--- src/rtl/bht_pkg.sv ---
// Shared 2-bit hysteresis counter encoding and update rule for the branch history table.
package bht_pkg;

    localparam int BHT_AW = 10;

    localparam logic [1:0] SNT = 2'b00;
    localparam logic [1:0] WNT = 2'b01;
    localparam logic [1:0] WT  = 2'b10;
    localparam logic [1:0] ST  = 2'b11;

    // A weak state that sees its own direction jumps straight to the strong state.
    function automatic logic [1:0] next_ctr(input logic [1:0] c, input logic t);
        logic [1:0] n;
        if (t) n = (c == SNT) ? WNT : ST;
        else   n = (c == ST)  ? WT  : SNT;
        return n;
    endfunction

endpackage

--- src/rtl/bht_inflight_q.sv ---
// In-order queue of looked-up branches {addr, counter}; a push is visible at the head one cycle later.
// No internal backpressure: pushes when full and pops when empty are ignored; same-address entries can be rewritten in parallel.
module bht_inflight_q
    import bht_pkg::*;
#(
    parameter int  AW    = BHT_AW,
    parameter int  DEPTH = 4,
    localparam int PW    = $clog2(DEPTH)
) (
    input  logic          clk_i,
    input  logic          rst_i,
    input  logic          push_i,
    input  logic [AW-1:0] push_addr_i,
    input  logic [1:0]    push_ctr_i,
    input  logic          pop_i,
    input  logic          upd_en_i,
    input  logic [AW-1:0] upd_addr_i,
    input  logic [1:0]    upd_ctr_i,
    output logic [AW-1:0] head_addr_o,
    output logic [1:0]    head_ctr_o,
    output logic          full_o,
    output logic          empty_o,
    output logic [PW:0]   count_o
);

    logic [AW-1:0] addr_q [DEPTH];
    logic [1:0]    ctr_q  [DEPTH];
    logic [PW-1:0] rd_ptr_q, rd_ptr_d;
    logic [PW-1:0] wr_ptr_q, wr_ptr_d;
    logic [PW:0]   cnt_q, cnt_d;
    logic          do_push, do_pop;

    assign full_o      = (cnt_q == (PW+1)'(DEPTH));
    assign empty_o     = (cnt_q == '0);
    assign do_push     = push_i && !full_o;
    assign do_pop      = pop_i && !empty_o;
    assign head_addr_o = addr_q[rd_ptr_q];
    assign head_ctr_o  = ctr_q[rd_ptr_q];
    assign count_o     = cnt_q;

    always_comb begin
        rd_ptr_d = do_pop  ? rd_ptr_q + PW'(1) : rd_ptr_q;
        wr_ptr_d = do_push ? wr_ptr_q + PW'(1) : wr_ptr_q;
        cnt_d    = cnt_q + {PW'(0), do_push} - {PW'(0), do_pop};
    end

    always_ff @(posedge clk_i or posedge rst_i) begin
        if (rst_i) begin
            rd_ptr_q <= '0;
            wr_ptr_q <= '0;
            cnt_q    <= '0;
            for (int i = 0; i < DEPTH; i++) begin
                addr_q[i] <= '0;
                ctr_q[i]  <= SNT;
            end
        end else begin
            // Stale slots may also match; harmless since a push rewrites them before use.
            for (int i = 0; i < DEPTH; i++) begin
                if (upd_en_i && addr_q[i] == upd_addr_i) ctr_q[i] <= upd_ctr_i;
            end
            if (do_push) begin
                addr_q[wr_ptr_q] <= push_addr_i;
                ctr_q[wr_ptr_q]  <= push_ctr_i;
            end
            rd_ptr_q <= rd_ptr_d;
            wr_ptr_q <= wr_ptr_d;
            cnt_q    <= cnt_d;
        end
    end

endmodule

--- src/rtl/bht_update_ctrl.sv ---
// BHT front end: combinational prediction, in-flight tracking, one table write the cycle after each resolve.
// Lookups stall while the queue is full or a write owns the shared table address.
module bht_update_ctrl
    import bht_pkg::*;
#(
    parameter int AW    = BHT_AW,
    parameter int DEPTH = 4,
    parameter int CNT_W = 16
) (
    input  logic                   CLK,
    input  logic                   RST,
    input  logic                   lk_valid,
    input  logic [AW-1:0]          lk_addr,
    output logic                   lk_ready,
    output logic                   pred_taken,
    input  logic                   res_valid,
    input  logic                   res_taken,
    input  logic [1:0]             bht_rdata,
    output logic [AW-1:0]          bht_addr,
    output logic [1:0]             bht_wdata,
    output logic                   bht_wr,
    output logic                   mispredict,
    output logic                   underflow,
    output logic [CNT_W-1:0]       mp_count,
    output logic [$clog2(DEPTH):0] inflight
);

    logic             wr_pending_q, wr_pending_d;
    logic [AW-1:0]    wr_addr_q, wr_addr_d;
    logic [1:0]       wr_data_q, wr_data_d;
    logic             mispredict_q, mispredict_d;
    logic             underflow_q, underflow_d;
    logic [CNT_W-1:0] mp_count_q, mp_count_d;

    logic             q_full, q_empty, push, pop;
    logic [AW-1:0]    head_addr;
    logic [1:0]       head_ctr, nxt, push_ctr;

    assign lk_ready   = !q_full && !wr_pending_q;
    assign push       = lk_valid && lk_ready;
    assign pop        = res_valid && !q_empty;
    assign nxt        = next_ctr(head_ctr, res_taken);
    // The table still holds the old counter for ha this cycle, so a same-address push takes the new one.
    assign push_ctr   = (pop && lk_addr == head_addr) ? nxt : bht_rdata;
    assign pred_taken = bht_rdata[1];
    assign bht_addr   = wr_pending_q ? wr_addr_q : lk_addr;
    assign bht_wdata  = wr_data_q;
    assign bht_wr     = wr_pending_q;
    assign mispredict = mispredict_q;
    assign underflow  = underflow_q;
    assign mp_count   = mp_count_q;

    bht_inflight_q #(
        .AW    (AW),
        .DEPTH (DEPTH)
    ) u_q (
        .clk_i       (CLK),
        .rst_i       (RST),
        .push_i      (push),
        .push_addr_i (lk_addr),
        .push_ctr_i  (push_ctr),
        .pop_i       (pop),
        .upd_en_i    (pop),
        .upd_addr_i  (head_addr),
        .upd_ctr_i   (nxt),
        .head_addr_o (head_addr),
        .head_ctr_o  (head_ctr),
        .full_o      (q_full),
        .empty_o     (q_empty),
        .count_o     (inflight)
    );

    always_comb begin
        wr_pending_d = pop;
        wr_addr_d    = wr_addr_q;
        wr_data_d    = wr_data_q;
        if (pop) begin
            wr_addr_d = head_addr;
            wr_data_d = nxt;
        end
        mispredict_d = pop && (head_ctr[1] != res_taken);
        underflow_d  = res_valid && q_empty;
        mp_count_d   = mp_count_q;
        if (mispredict_d && mp_count_q != '1) mp_count_d = mp_count_q + CNT_W'(1);
    end

    always_ff @(posedge CLK or posedge RST) begin
        if (RST) begin
            wr_pending_q <= 1'b0;
            wr_addr_q    <= '0;
            wr_data_q    <= SNT;
            mispredict_q <= 1'b0;
            underflow_q  <= 1'b0;
            mp_count_q   <= '0;
        end else begin
            wr_pending_q <= wr_pending_d;
            wr_addr_q    <= wr_addr_d;
            wr_data_q    <= wr_data_d;
            mispredict_q <= mispredict_d;
            underflow_q  <= underflow_d;
            mp_count_q   <= mp_count_d;
        end
    end

endmodule

--- config.mk ---
export PLATFORM = sky130hd
export DESIGN_NAME = bht_update_ctrl
export DESIGN_NICKNAME = d
export VERILOG_FILES = /design/src/rtl/bht_pkg.sv /design/src/rtl/bht_inflight_q.sv /design/src/rtl/bht_update_ctrl.sv
export SDC_FILE = /design/constraint.sdc
export NUM_CORES = 1
export LEC_CHECK = 0
export ABC_CLOCK_PERIOD_IN_PS = 5600
export BUFFER_PORTS_ARGS = -buffer_cell sky130_fd_sc_hd__buf_2
export CORE_ASPECT_RATIO = 2
export CORE_MARGIN = 2
export CORE_UTILIZATION = 29
export CTS_BUF_LIST = sky130_fd_sc_hd__clkbuf_8 sky130_fd_sc_hd__clkbuf_16
export DETAILED_ROUTE_END_ITERATION = 16
export SYNTH_ARGS = -nofsm -noshare
export SYNTH_HDL_FRONTEND = slang
export SYNTH_SLANG_ARGS = --single-unit
export TNS_END_PERCENT = 50
--- constraint.sdc ---
create_clock -name CLK -period 5.6 [get_ports CLK]
set_input_delay 0.56 -clock CLK [delete_from_list [all_inputs] [get_ports CLK]]
set_output_delay 0.56 -clock CLK [all_outputs]
set_load 0.02 [all_outputs]
== After elaboration in Yosys (flattened, before gate mapping) ==
Index checks and enable logic that the tools add are counted.

* Word-level logic and storage cells: 77
* Output and inout port bits: 36
* Register bits after elaboration: 86

* Mux-type cells: 22
* Order comparisons: 3
* Bitwise logic cells: 2
* Add/sub/neg operators: 5
* Equality and inequality tests: 9
* Reductions and logical operators: 19

{| class="wikitable"
|+ Operators with widths
! kind !! number
|-
| 10-bit == test || 5
|-
| 40-bit bitwise mux || 1
|-
| 10-bit 2-to-1 mux || 4
|-
| 2-bit 2-to-1 mux || 11
|-
| 10-bit binary-select mux with 2-bit select || 1
|-
| 10-bit demux with 2-bit select || 1
|-
| 16-bit by 1-bit adder with 16-bit output (second input constant) || 1
|-
| 16-bit != test (second input constant) || 1
|-
| 1-bit logical AND || 14
|-
| 8-bit bitwise mux || 1
|-
| 8-bit 2-to-1 mux || 1
|-
| 3-bit >= comparator (second input constant) || 2
|-
| 2-bit NOT with 3-bit output || 2
|-
| 2-bit by 1-bit adder with 2-bit output (second input constant) || 2
|-
| 2-bit binary-select mux with 2-bit select || 1
|-
| 2-bit demux with 2-bit select || 1
|-
| 3-bit by 1-bit adder with 3-bit output || 1
|-
| 3-bit == test (second input constant) || 1
|-
| 1-bit logical NOT || 3
|-
| 3-bit logical NOT || 1
|-
| 3-bit by 1-bit less-than comparator with 1-bit output (second input constant) || 1
|-
| 3-bit by 1-bit subtractor with 3-bit output || 1
|-
| 2-bit == test (second input constant) || 1
|-
| 2-bit logical NOT || 1
|-
| 1-bit != test || 1
|}

== Longest topological paths before layout ==
Gate-level depths: netlist (run 1).

* Depth in word-level cells: 10
* Gate-level depth with buffers: 11
* Gate-level depth less buffers: 10

== By module ==
A second synthesis (run 1) with hierarchy kept.

* Cell total of the unflattened synthesis: 471
* Area, all modules: 4830.9 um^2

{| class="wikitable"
|+ Modules (own cells, without submodules)
! module !! cells an instance !! area an instance (um^2) !! instances
|-
| bht_inflight_q || 310 || 3174.3 || 1
|-
| bht_update_ctrl || 161 || 1656.6 || 1
|}

== Least setup slack after synthesis (run 1) ==
No wires, ideal clock.

* Path kind: register to register
* Start: register u_q.cnt_q[1] (netlist: u_q.count_o[1])
* End: register u_q.cnt_q[2] (netlist: u_q.count_o[2])
* Buffers on the path: 1
* Path slack: 3176 ps
* Arrival: 2290 ps
* Period minus slack after synthesis: 2424 ps
* Library setup time: 133 ps
* Data required time: 5467 ps
* Cell stages (with the launch flop): 12
* Cells stage by stage: dfrtp_1 > nor3_1 > or2b_2 > clkbuf_8 > clkinv_1 > ha_1 > inv_1 > ha_1 > inv_1 > fa_1 > xnor2_1 > xnor2_1

{| class="wikitable"
|+ RTL lines
! element !! line !! source
|-
| start, declared || bht_inflight_q.sv:30 || <nowiki>logic [PW:0] cnt_q, cnt_d;</nowiki>
|-
| start signal, assigned || bht_inflight_q.sv:67 || <nowiki>cnt_q <= cnt_d;</nowiki>
|-
| 3-bit logical NOT * || bht_inflight_q.sv:34 || <nowiki>assign empty_o = (cnt_q == '0);</nowiki>
|-
| 1-bit logical NOT * || bht_inflight_q.sv:36, bht_update_ctrl.sv:41 ||
|-
| 1-bit logical AND || bht_update_ctrl.sv:41 || <nowiki>assign pop = res_valid && !q_empty;</nowiki>
|-
| 1-bit logical AND * || bht_inflight_q.sv:36 || <nowiki>assign do_pop = pop_i && !empty_o;</nowiki>
|-
| net u_q.do_pop || bht_inflight_q.sv:31 || <nowiki>logic do_push, do_pop;</nowiki>
|-
| 3-bit by 1-bit subtractor with 3-bit output * || bht_inflight_q.sv:44 || <nowiki>cnt_d = cnt_q + {PW'(0), do_push} - {PW'(0), do_pop};</nowiki>
|-
| net u_q.cnt_d[2] || bht_inflight_q.sv:30 ||
|}

Mark *: on every way through the listed nets, which the timed path passes. The rest lies on a longest branch.
A chain may end at the register's enable or synchronous reset.

== Final worst setup path (run 1) ==
* Start: register u_q.rd_ptr_q[0]
* End: register u_q.ctr_q[4] in the netlist's numbering

* Word-level cells in the longest chain between the ends: 9

{| class="wikitable"
|+ Ends and longest elaborated chain
! element !! line !! source
|-
| start, declared || bht_inflight_q.sv:28 || <nowiki>logic [PW-1:0] rd_ptr_q, rd_ptr_d;</nowiki>
|-
| start signal, assigned || bht_inflight_q.sv:65 || <nowiki>rd_ptr_q <= rd_ptr_d;</nowiki>
|-
| 2-bit NOT with 3-bit output (not written as such) * || bht_inflight_q.sv:37 || <nowiki>assign head_addr_o = addr_q[rd_ptr_q];</nowiki>
|-
| 10-bit binary-select mux with 2-bit select * || bht_inflight_q.sv:37 ||
|-
| 10-bit 2-to-1 mux (not written as such) * (2 in a row) || bht_inflight_q.sv:37 ||
|-
| 10-bit == test (on tied branches) || bht_inflight_q.sv:59, bht_update_ctrl.sv:44 ||
|-
| 1-bit logical AND (on tied branches) || bht_inflight_q.sv:59, bht_update_ctrl.sv:44 ||
|-
| 2-bit 2-to-1 mux (on tied branches) || bht_inflight_q.sv:59, bht_update_ctrl.sv:44 ||
|-
| 8-bit bitwise mux || bht_inflight_q.sv:63 || <nowiki>ctr_q[wr_ptr_q] <= push_ctr_i;</nowiki>
|-
| 8-bit 2-to-1 mux * || bht_inflight_q.sv:61 || <nowiki>if (do_push) begin</nowiki>
|-
| end signal, assigned by index || bht_inflight_q.sv:59 || <nowiki>if (upd_en_i && addr_q[i] == upd_addr_i) ctr_q[i] <= upd_ctr_i;</nowiki>
|-
| end signal, assigned by index || bht_inflight_q.sv:63 ||
|-
| end, declared || bht_inflight_q.sv:27 || <nowiki>logic [1:0] ctr_q [DEPTH];</nowiki>
|}

Mark *: on every way between the ends. The rest lies on a longest branch, timed or not. The select of a mux whose other input is x is not followed.

==> results of run 1 <==
==> layer usage <==
metal | vias to the layer above | part of all wire | routed length, um
met2 | 110 | 0.56 | 8910
met3 | 62 | 0.027 | 438
met1 | 2020 | 0.33 | 5330
met4 | 0 | 0.083 | 1340
li1 | 1939 | - | -
met5 | - | 0 | 0
==> Yosys cell counts, types with 5 or more instances <==
cell,count,share of area
dfrtp_1,86,0.38
nand2_1,65,0.044
xnor2_1,56,0.088
mux2_2,49,0.099
xor2_1,35,0.055
mux2i_1,28,0.050
clkbuf_1,26,0.017
o21ai_0,24,0.021
inv_1,23,0.015
nor2_1,17,0.011
nor3_1,13,0.012
nand3_1,10,0.0090
nand4_1,10,0.011
ha_1,7,0.016
clkbuf_8,6,0.015
a31oi_1,5,0.0056
nand2b_1,5,0.0056
==> final cells by class <==
type	count	area (um^2)
Multi-Input combinational cell	394	3110
Timing Repair Buffer	55	283
Sequential cell	86	2150
Clock buffer	10	239
Tap cell	255	319
Inverter	24	91.3
Fill cell	2027	12600
Clock inverter	6	68.8
==> state kept, by name, summed over array words and instances, names as in the netlist <==
| register | count |
|---|---|
| u_q.addr_q | 40 |
| mp_count | 16 |
| wr_addr_q | 10 |
| u_q.ctr_q | 8 |
| u_q.count_o | 3 |
| bht_wdata | 2 |
| u_q.rd_ptr_q | 2 |
| u_q.wr_ptr_q | 2 |
| bht_wr | 1 |
| mispredict | 1 |
| underflow | 1 |
==> metrics by stage <==
stage | hold WS, ns | cells | power, uW | instance area, um^2
after floorplan | 0.440 | 544 | 2940 | 5590
after global placement | 0.459 | 814 | 3510 | 5950
after detailed placement | 0.461 | 814 | 3520 | 5950
after CTS | 0.352 | 830 | 4150 | 6260
after global routing | 0.397 | 830 | 4410 | 6260
final | 0.329 | 830 | 4130 | 6260
==> final timing paths <==
| path | from | to | slack, ns | depth (start not counted) |
|---|---|---|---|---|
| worst max-delay path | u_q.rd_ptr_q[0]$_DFFE_PP0P_ | u_q.ctr_q[4]$_DFF_PP0_ | 2.30 | 8 |
| worst min-delay path | RST | underflow$_DFF_PP0_ | 0.33 | 2 |
| worst max register to register | u_q.rd_ptr_q[0]$_DFFE_PP0P_ | u_q.ctr_q[4]$_DFF_PP0_ | 2.30 | 8 |
| worst min register to register | wr_addr_q[8]$_DFFE_PP0N_ | wr_addr_q[8]$_DFFE_PP0N_ | 0.47 | 2 |
| max in group asynchronous | RST | u_q.rd_ptr_q[0]$_DFFE_PP0P_ | 4.20 | 3 |
| min in group CLK | res_valid | underflow$_DFF_PP0_ | 0.43 | 2 |
==> worst max-delay path: stages, from the launching register on <==
cell	delay, ns
dfrtp_2	0.57
buf_4	0.48
mux4_1	0.66
xnor2_1	0.33
nand2_1	0.08
nor4bb_1	0.29
nor4b_4	0.39
mux2i_1	0.25
mux2i_1	0.09
==> where the power goes <==
group / switching [uW] / internal (uW) / total, uW
Sequential: 467 / 886 / 1350
Combinational: 1190 / 980 / 2170
Clock: 256 / 360 / 616
==> cell families after synthesis <==
logic type / Yosys count / share of synthesized area
xor+xnor: 91 / 0.143
mux: 84 / 0.180
fa+ha+maj: 9 / 0.0210
flops: 86 / 0.385
compound gates: 71 / 0.0891
buf+inv: 64 / 0.0597
simple gates: 139 / 0.123
==> impl_metrics.json, run 1 <==
{
  "layout.cells.most_common": "dfrtp_1",
  "dp_hpwl_mm": 12.4,
  "status": "completed",
  "synth_edf_count": 0,
  "syn_area_um2": 5590,
  "arrival_ns": 3.51,
  "wl_per_cell_um": 19.3,
  "clock_sinks": 86,
  "ant_nets": 0,
  "worst_slack_ns": 2.30,
  "ir_drop_v": 0.000270,
  "hold_violations": 0,
  "htreeDepth": 3,
  "top_usage_layer": "met2",
  "tightest_slew_ns": 0.871,
  "fin_crit_sh": 0.589,
  "overflow": 0,
  "async_flop_share": 1.00,
  "max_slew_margin": 0.418,
  "portBuffers": 52,
  "synth.avg_cell_area_um2": 10.3,
  "grt_max_degree": 45,
  "cts_hold_buf": 0,
  "routabilityCongestion": 0.957,
  "cts_tree": "built",
  "clock_latency_ns": 0.35,
  "synth_cell_types": 64,
  "dieArea_um2": 20500,
  "worstPathMaxFanout": 33,
  "use_met2": 0.301,
  "fin_util": 0.332,
  "coreArea_um2": 18800,
  "cts_buffers": 9,
  "yosys_warnings": 0,
  "final_nets": 595,
  "via_count": 4131,
  "drtIter0Drc": 241,
  "netlist_instances": 544,
  "rsz0062_at_grt": "no",
  "synth-seq-cells": 86,
  "tns_ns": 0,
  "drive_gt1_frac": 0.235,
  "start_util": 0.297,
  "path_clk_slew_ns": 0.07,
  "yosysSeqAreaShare": 0.385,
  "layout_common_cells": "dfrtp_1, nand2_1, xnor2_1",
  "worstSetupPathType": "register to register",
  "powerDensity_nw_per_um2": 660,
  "skew_ns": 0.00996,
  "drc": 0,
  "die_x_um": 102,
  "drv_cap": 0,
  "routed_wl_mm": 16.0,
  "cts_setup_buffers": 0,
  "area_growth_syn_to_layout_pct": 11.9,
  "gr-usage-met1": 0.162,
  "fin_crit_ns": 3.30,
  "power.leakage_uw": 0.00274,
  "worstSetupStartpointType": "register",
  "fmax_mhz": 303,
  "cts_resized": 0,
  "slew_violations": 0,
  "finalSetupViolCount": 0,
  "via_per_inst": 4.98,
  "dr.pass1.iters": 4,
  "hold_path.class": "input pin to asynchronous set/reset pin",
  "grt_use_total": 0.168,
  "cp.required_ns": 5.81,
  "clockBufferDepth": 2,
  "antenna_cells": 0,
  "grt_pass1_wl_mm": 25.5,
  "synth_nets": 569,
  "cp-end-kind": "register",
  "ioPinCount": 53,
  "use_met3": 0.0255,
  "place_ws_ns": 2.30,
  "synthFlopType": "dfrtp_1",
  "rows": 71,
  "antenna_found_initial": 0,
  "grt_pass1_vias": 4471,
  "die_h_um": 200,
  "root_buffer": "clkbuf_16"
}
Power figures use the tool's default switching activity.
==> run 2, diff against run 1 <==
Settings changed: ABC_CLOCK_PERIOD_IN_PS 5600 to 3130.
Clock period 5.6 ns to 3.13 ns, I/O delays scaled along.
==> run 2 against run 1 <==
Hold slack got worse by 0.26 ns. Largest power group unchanged. Non-clock buffer count increased by 20. Largest cell class unchanged. Wire length up 2.2%. Core utilization grew 0.68 points. Combinational power rose by 91%. Sequential power rose by 74%. Critical path depth fell by 1. Count of clock-buffer cells in the layout unchanged. Clock skew hardly changed. Clock power increased by 64%. Sequential cell count stayed put.
==> impl_metrics.json, run 2 (synthesized netlist as in run 1, its figures left out) <==
{
  "status": "completed",
  "ant_nets": 0,
  "cts_hold_buf": 0,
  "cts_setup_buffers": 0,
  "arrival_ns": 3.17,
  "tightest_slew_ns": 0.830,
  "grt_pass1_wl_mm": 25.7,
  "skew_ns": 0.00948,
  "worst_slack_ns": 0.169,
  "dp_hpwl_mm": 13.0,
  "final_nets": 615,
  "wl_per_cell_um": 19.3,
  "fin_crit_ns": 2.96,
  "worstSetupPathType": "register to register",
  "coreArea_um2": 18800,
  "path_clk_slew_ns": 0.07,
  "cts_resized": 0,
  "reg2reg_slack_ns": 0.17,
  "die_x_um": 102,
  "area_growth_syn_to_layout_pct": 14.3,
  "grt_pass1_vias": 4570,
  "start_util": 0.297,
  "cp.required_ns": 3.33,
  "ioPinCount": 53,
  "drc": 0,
  "overflow": 0,
  "finalSetupViolCount": 0,
  "cp-end-kind": "register",
  "grt_use_total": 0.169,
  "cts_buffers": 9,
  "die_h_um": 200,
  "routabilityCongestion": 1.04,
  "rows": 71,
  "routed_wl_mm": 16.4,
  "clock_sinks": 86,
  "layout_common_cells": "dfrtp_1, nand2_1, xnor2_1",
  "layoutNonFillerInstCount": 849,
  "fin_crit_sh": 0.946,
  "ir_drop_v": 0.000415,
  "powerDensity_nw_per_um2": 1180,
  "worstSetupStartpointType": "register",
  "grt_max_degree": 45,
  "root_buffer": "clkbuf_16",
  "drv_cap": 0,
  "via_count": 4252,
  "power.leakage_uw": 0.00282,
  "regMostFlops": "u_q.addr_q",
  "dieArea_um2": 20500,
  "via_per_inst": 5.01,
  "layout.cells.most_common": "dfrtp_1",
  "fmax_mhz": 338,
  "drive_gt1_frac": 0.258,
  "clockBufferDepth": 2,
  "place_inst": 834,
  "place_ws_ns": 0.162,
  "tns_ns": 0,
  "hold_violations": 0,
  "worstPathMaxFanout": 16,
  "slew_violations": 0,
  "clock_latency_ns": 0.35,
  "largest_register_ffs": 40,
  "antenna_found_initial": 0,
  "portBuffers": 52,
  "drtIter0Drc": 244,
  "htreeDepth": 3,
  "max_slew_margin": 0.445,
  "dr.pass1.iters": 4,
  "cts_tree": "built",
  "antenna_cells": 0,
  "rsz0062_at_grt": "no",
  "hold_path.class": "input pin to asynchronous set/reset pin"
}
[run 2: critical path, stage by stage, from the launching register on]
cell,delay (ns)
dfrtp_2,0.66
mux4_1,0.67
xnor2_1,0.40
nand2_1,0.10
nor4bb_1,0.27
nor4b_4,0.41
mux2i_1,0.24
mux2i_1,0.08
[run 2: final timing paths]
check                                            start                    endpoint  cells past startpoint
setup reg to reg           u_q.rd_ptr_q[0]$_DFFE_PP0P_      u_q.ctr_q[4]$_DFF_PP0_                      7
max in group asynchronous                          RST  u_q.addr_q[26]$_DFFE_PP0P_                      3
hold / removal                                     RST    wr_addr_q[1]$_DFFE_PP0N_                      2
setup / recovery           u_q.rd_ptr_q[0]$_DFFE_PP0P_      u_q.ctr_q[4]$_DFF_PP0_                      7
min in group CLK                             res_valid         underflow$_DFF_PP0_                      2
hold reg to reg               wr_addr_q[3]$_DFFE_PP0N_    wr_addr_q[3]$_DFFE_PP0N_                      2
[run 2: metrics by stage]
step / instance area (um^2) / power [uW] / utilization / hold slack (ns)
final: 6390 / 7510 / 0.339 / 0.0676
after global routing: 6390 / 7990 / 0.339 / 0.137
after CTS: 6390 / 7530 / 0.339 / 0.0966
after detailed placement: 6110 / 6500 / 0.325 / 0.463
after global placement: 6110 / 6490 / 0.325 / 0.457
after floorplan: 5590 / 5260 / - / 0.418
[run 2: where the power goes]
part	leakage (uW)	total [uW]	internal, uW	switching (uW)
clock	0.000128	1010	555	451
sequential	0.00105	2350	1590	769
combinational	0.00164	4150	1890	2260
[run 2: per-layer routing]
metal / wire [um] / vias up / GRT usage
met5: 0 / - / 0
met2: 9190 / 110 / 0.308
met4: 1400 / 0 / 0.140
met3: 400 / 61 / 0.0213
li1: - / 1983 / -
met1: 5370 / 2098 / 0.160
[run 2: layout make-up]
cell class,count,area (um^2)
clock buffer,10,239
clock inverter,5,35.0
fill,2003,12400
inverter,24,91.3
multi-input combinational,394,3110
sequential,86,2150
tap,255,319
timing repair buffer,75,445
==> run 3, diff against run 2 <==
Settings changed: RECOVER_POWER set to 50.
==> run 3 against run 2 <==
The run now ends with capacitance limit, slew limit left. Count of clock-buffer cells in the layout stayed put. Wire length is 0.20% higher. Clock skew hardly changed. First-iteration DRC count is 5.7% higher. Non-clock buffer count stayed put. Critical path type unchanged.
==> impl_metrics.json, run 3 (synthesized netlist as in run 1, its figures left out) <==
{
  "layoutNonFillerInstCount": 849,
  "dieArea_um2": 20500,
  "dr.pass1.iters": 4,
  "ant_nets": 0,
  "rsz0062_at_grt": "no",
  "die_h_um": 200,
  "path_clk_slew_ns": 0.07,
  "htreeDepth": 3,
  "portBuffers": 52,
  "worstPathMaxFanout": 16,
  "powerDensity_nw_per_um2": 1180,
  "worstSetupPathType": "register to register",
  "fillers": 2011,
  "switching_share": 0.465,
  "placedInstanceArea_um2": 6110,
  "drv_cap": 1,
  "tightest_slew_ns": 1.89,
  "die_x_um": 102,
  "worstSetupStartpointType": "register",
  "largest_register_ffs": 40,
  "rows": 71,
  "cts_buffers": 9,
  "routabilityCongestion": 1.04,
  "place_inst": 834,
  "grt_max_degree": 45,
  "hold_ws_ns": 0.192,
  "via_per_inst": 5.03,
  "hold_path.class": "input pin to register",
  "cp-end-kind": "register",
  "antenna_found_initial": 0,
  "finalInstanceArea_um2": 6350,
  "clock_latency_ns": 0.35,
  "clkPwrFrac": 0.134,
  "violations": "capacitance limit, slew limit",
  "layout.cells.most_common": "dfrtp_1",
  "slew_violations": 44,
  "max_slew_margin": -0.269,
  "fin_crit_sh": 0.945,
  "hold_violations": 0,
  "power.leakage_uw": 0.00276,
  "grt_pass1_vias": 4570,
  "overflow": 0,
  "p_sw_uw": 3490,
  "skew_ns": 0.00952,
  "layout_common_cells": "dfrtp_1, nand2_1, xnor2_1",
  "cts_setup_buffers": 0,
  "arrival_ns": 3.16,
  "dp_hpwl_mm": 13.0,
  "internal-power_uw": 4020,
  "ir_drop_v": 0.000415,
  "regMostFlops": "u_q.addr_q",
  "finalSetupViolCount": 0,
  "start_util": 0.297,
  "cts_tree": "built",
  "cts_resized": 0,
  "via_count": 4274,
  "coreArea_um2": 18800,
  "routed_wl_mm": 16.4,
  "status": "complete, but fails checks",
  "grt_use_total": 0.169,
  "final_nets": 615,
  "fmax_mhz": 338,
  "antenna_cells": 0,
  "drtIter0Drc": 258,
  "pwr-share-comb": 0.552,
  "cts_hold_buf": 0,
  "clockBufferDepth": 2,
  "fin_crit_ns": 2.96,
  "drive_gt1_frac": 0.231,
  "cp.required_ns": 3.33,
  "drc": 0,
  "ioPinCount": 53,
  "seq_power_share": 0.314,
  "clock_sinks": 86,
  "area_growth_syn_to_layout_pct": 13.6,
  "grt_pass1_wl_mm": 25.7,
  "wl_per_cell_um": 19.3,
  "root_buffer": "clkbuf_16",
  "p_total_uw": 7510,
  "tns_ns": 0
}
==> run 3: final timing paths <==
check / startpoint / endpoint / slack [ns] / depth (start not counted)
setup / recovery: u_q.rd_ptr_q[0]$_DFFE_PP0P_ / u_q.ctr_q[4]$_DFF_PP0_ / 0.17 / 7
hold / removal: res_valid / underflow$_DFF_PP0_ / 0.19 / 2
setup reg to reg: u_q.rd_ptr_q[0]$_DFFE_PP0P_ / u_q.ctr_q[4]$_DFF_PP0_ / 0.17 / 7
hold reg to reg: wr_addr_q[3]$_DFFE_PP0N_ / wr_addr_q[3]$_DFFE_PP0N_ / 0.48 / 2
max in group asynchronous: RST / u_q.addr_q[26]$_DFFE_PP0P_ / 0.86 / 3
min in group asynchronous: RST / wr_addr_q[1]$_DFFE_PP0N_ / 0.43 / 2
==> run 3: final cells by class <==
type,count,area (um^2),share of cell area
Clock inverter,5,35.0,0.00551
Inverter,24,91.3,0.0144
Sequential cell,86,2150,0.339
Clock buffer,10,239,0.0376
Tap cell,255,319,0.0502
Timing Repair Buffer,75,410,0.0646
Multi-Input combinational cell,394,3110,0.489
==> run 3: routing by layer <==
metal / track usage / share of wire
met5: 0 / 0
met4: 0.140 / 0.087
met3: 0.0213 / 0.024
met2: 0.308 / 0.56
met1: 0.160 / 0.33
==> run 3: worst max-delay path: stages, from the launching register on <==
cell and delay, ns:
dfrtp_2 0.65, mux4_1 0.67, xnor2_1 0.40, nand2_1 0.10, nor4bb_1 0.27, nor4b_4 0.41
mux2i_1 0.23, mux2i_1 0.08
==> run 3: power by group through the flow <==
stage	combinational [uW]	clock (uW)	sequential, uW
after floorplan	3210	0	2050
after global placement	4130	0	2360
after detailed placement	4130	0	2370
after CTS	4160	1030	2350
after global routing	4470	1080	2440
final	4140	1010	2360
==> run 3: stage by stage <==
| step | util | worst slack, ns |
|---|---|---|
| after detailed placement | 0.325 | 0.162 |
| after global placement | 0.325 | 0.216 |
| final | 0.337 | 0.173 |
| after global routing | 0.337 | 0.0243 |
| after CTS | 0.339 | 0.191 |
| after floorplan | - | 0.595 |
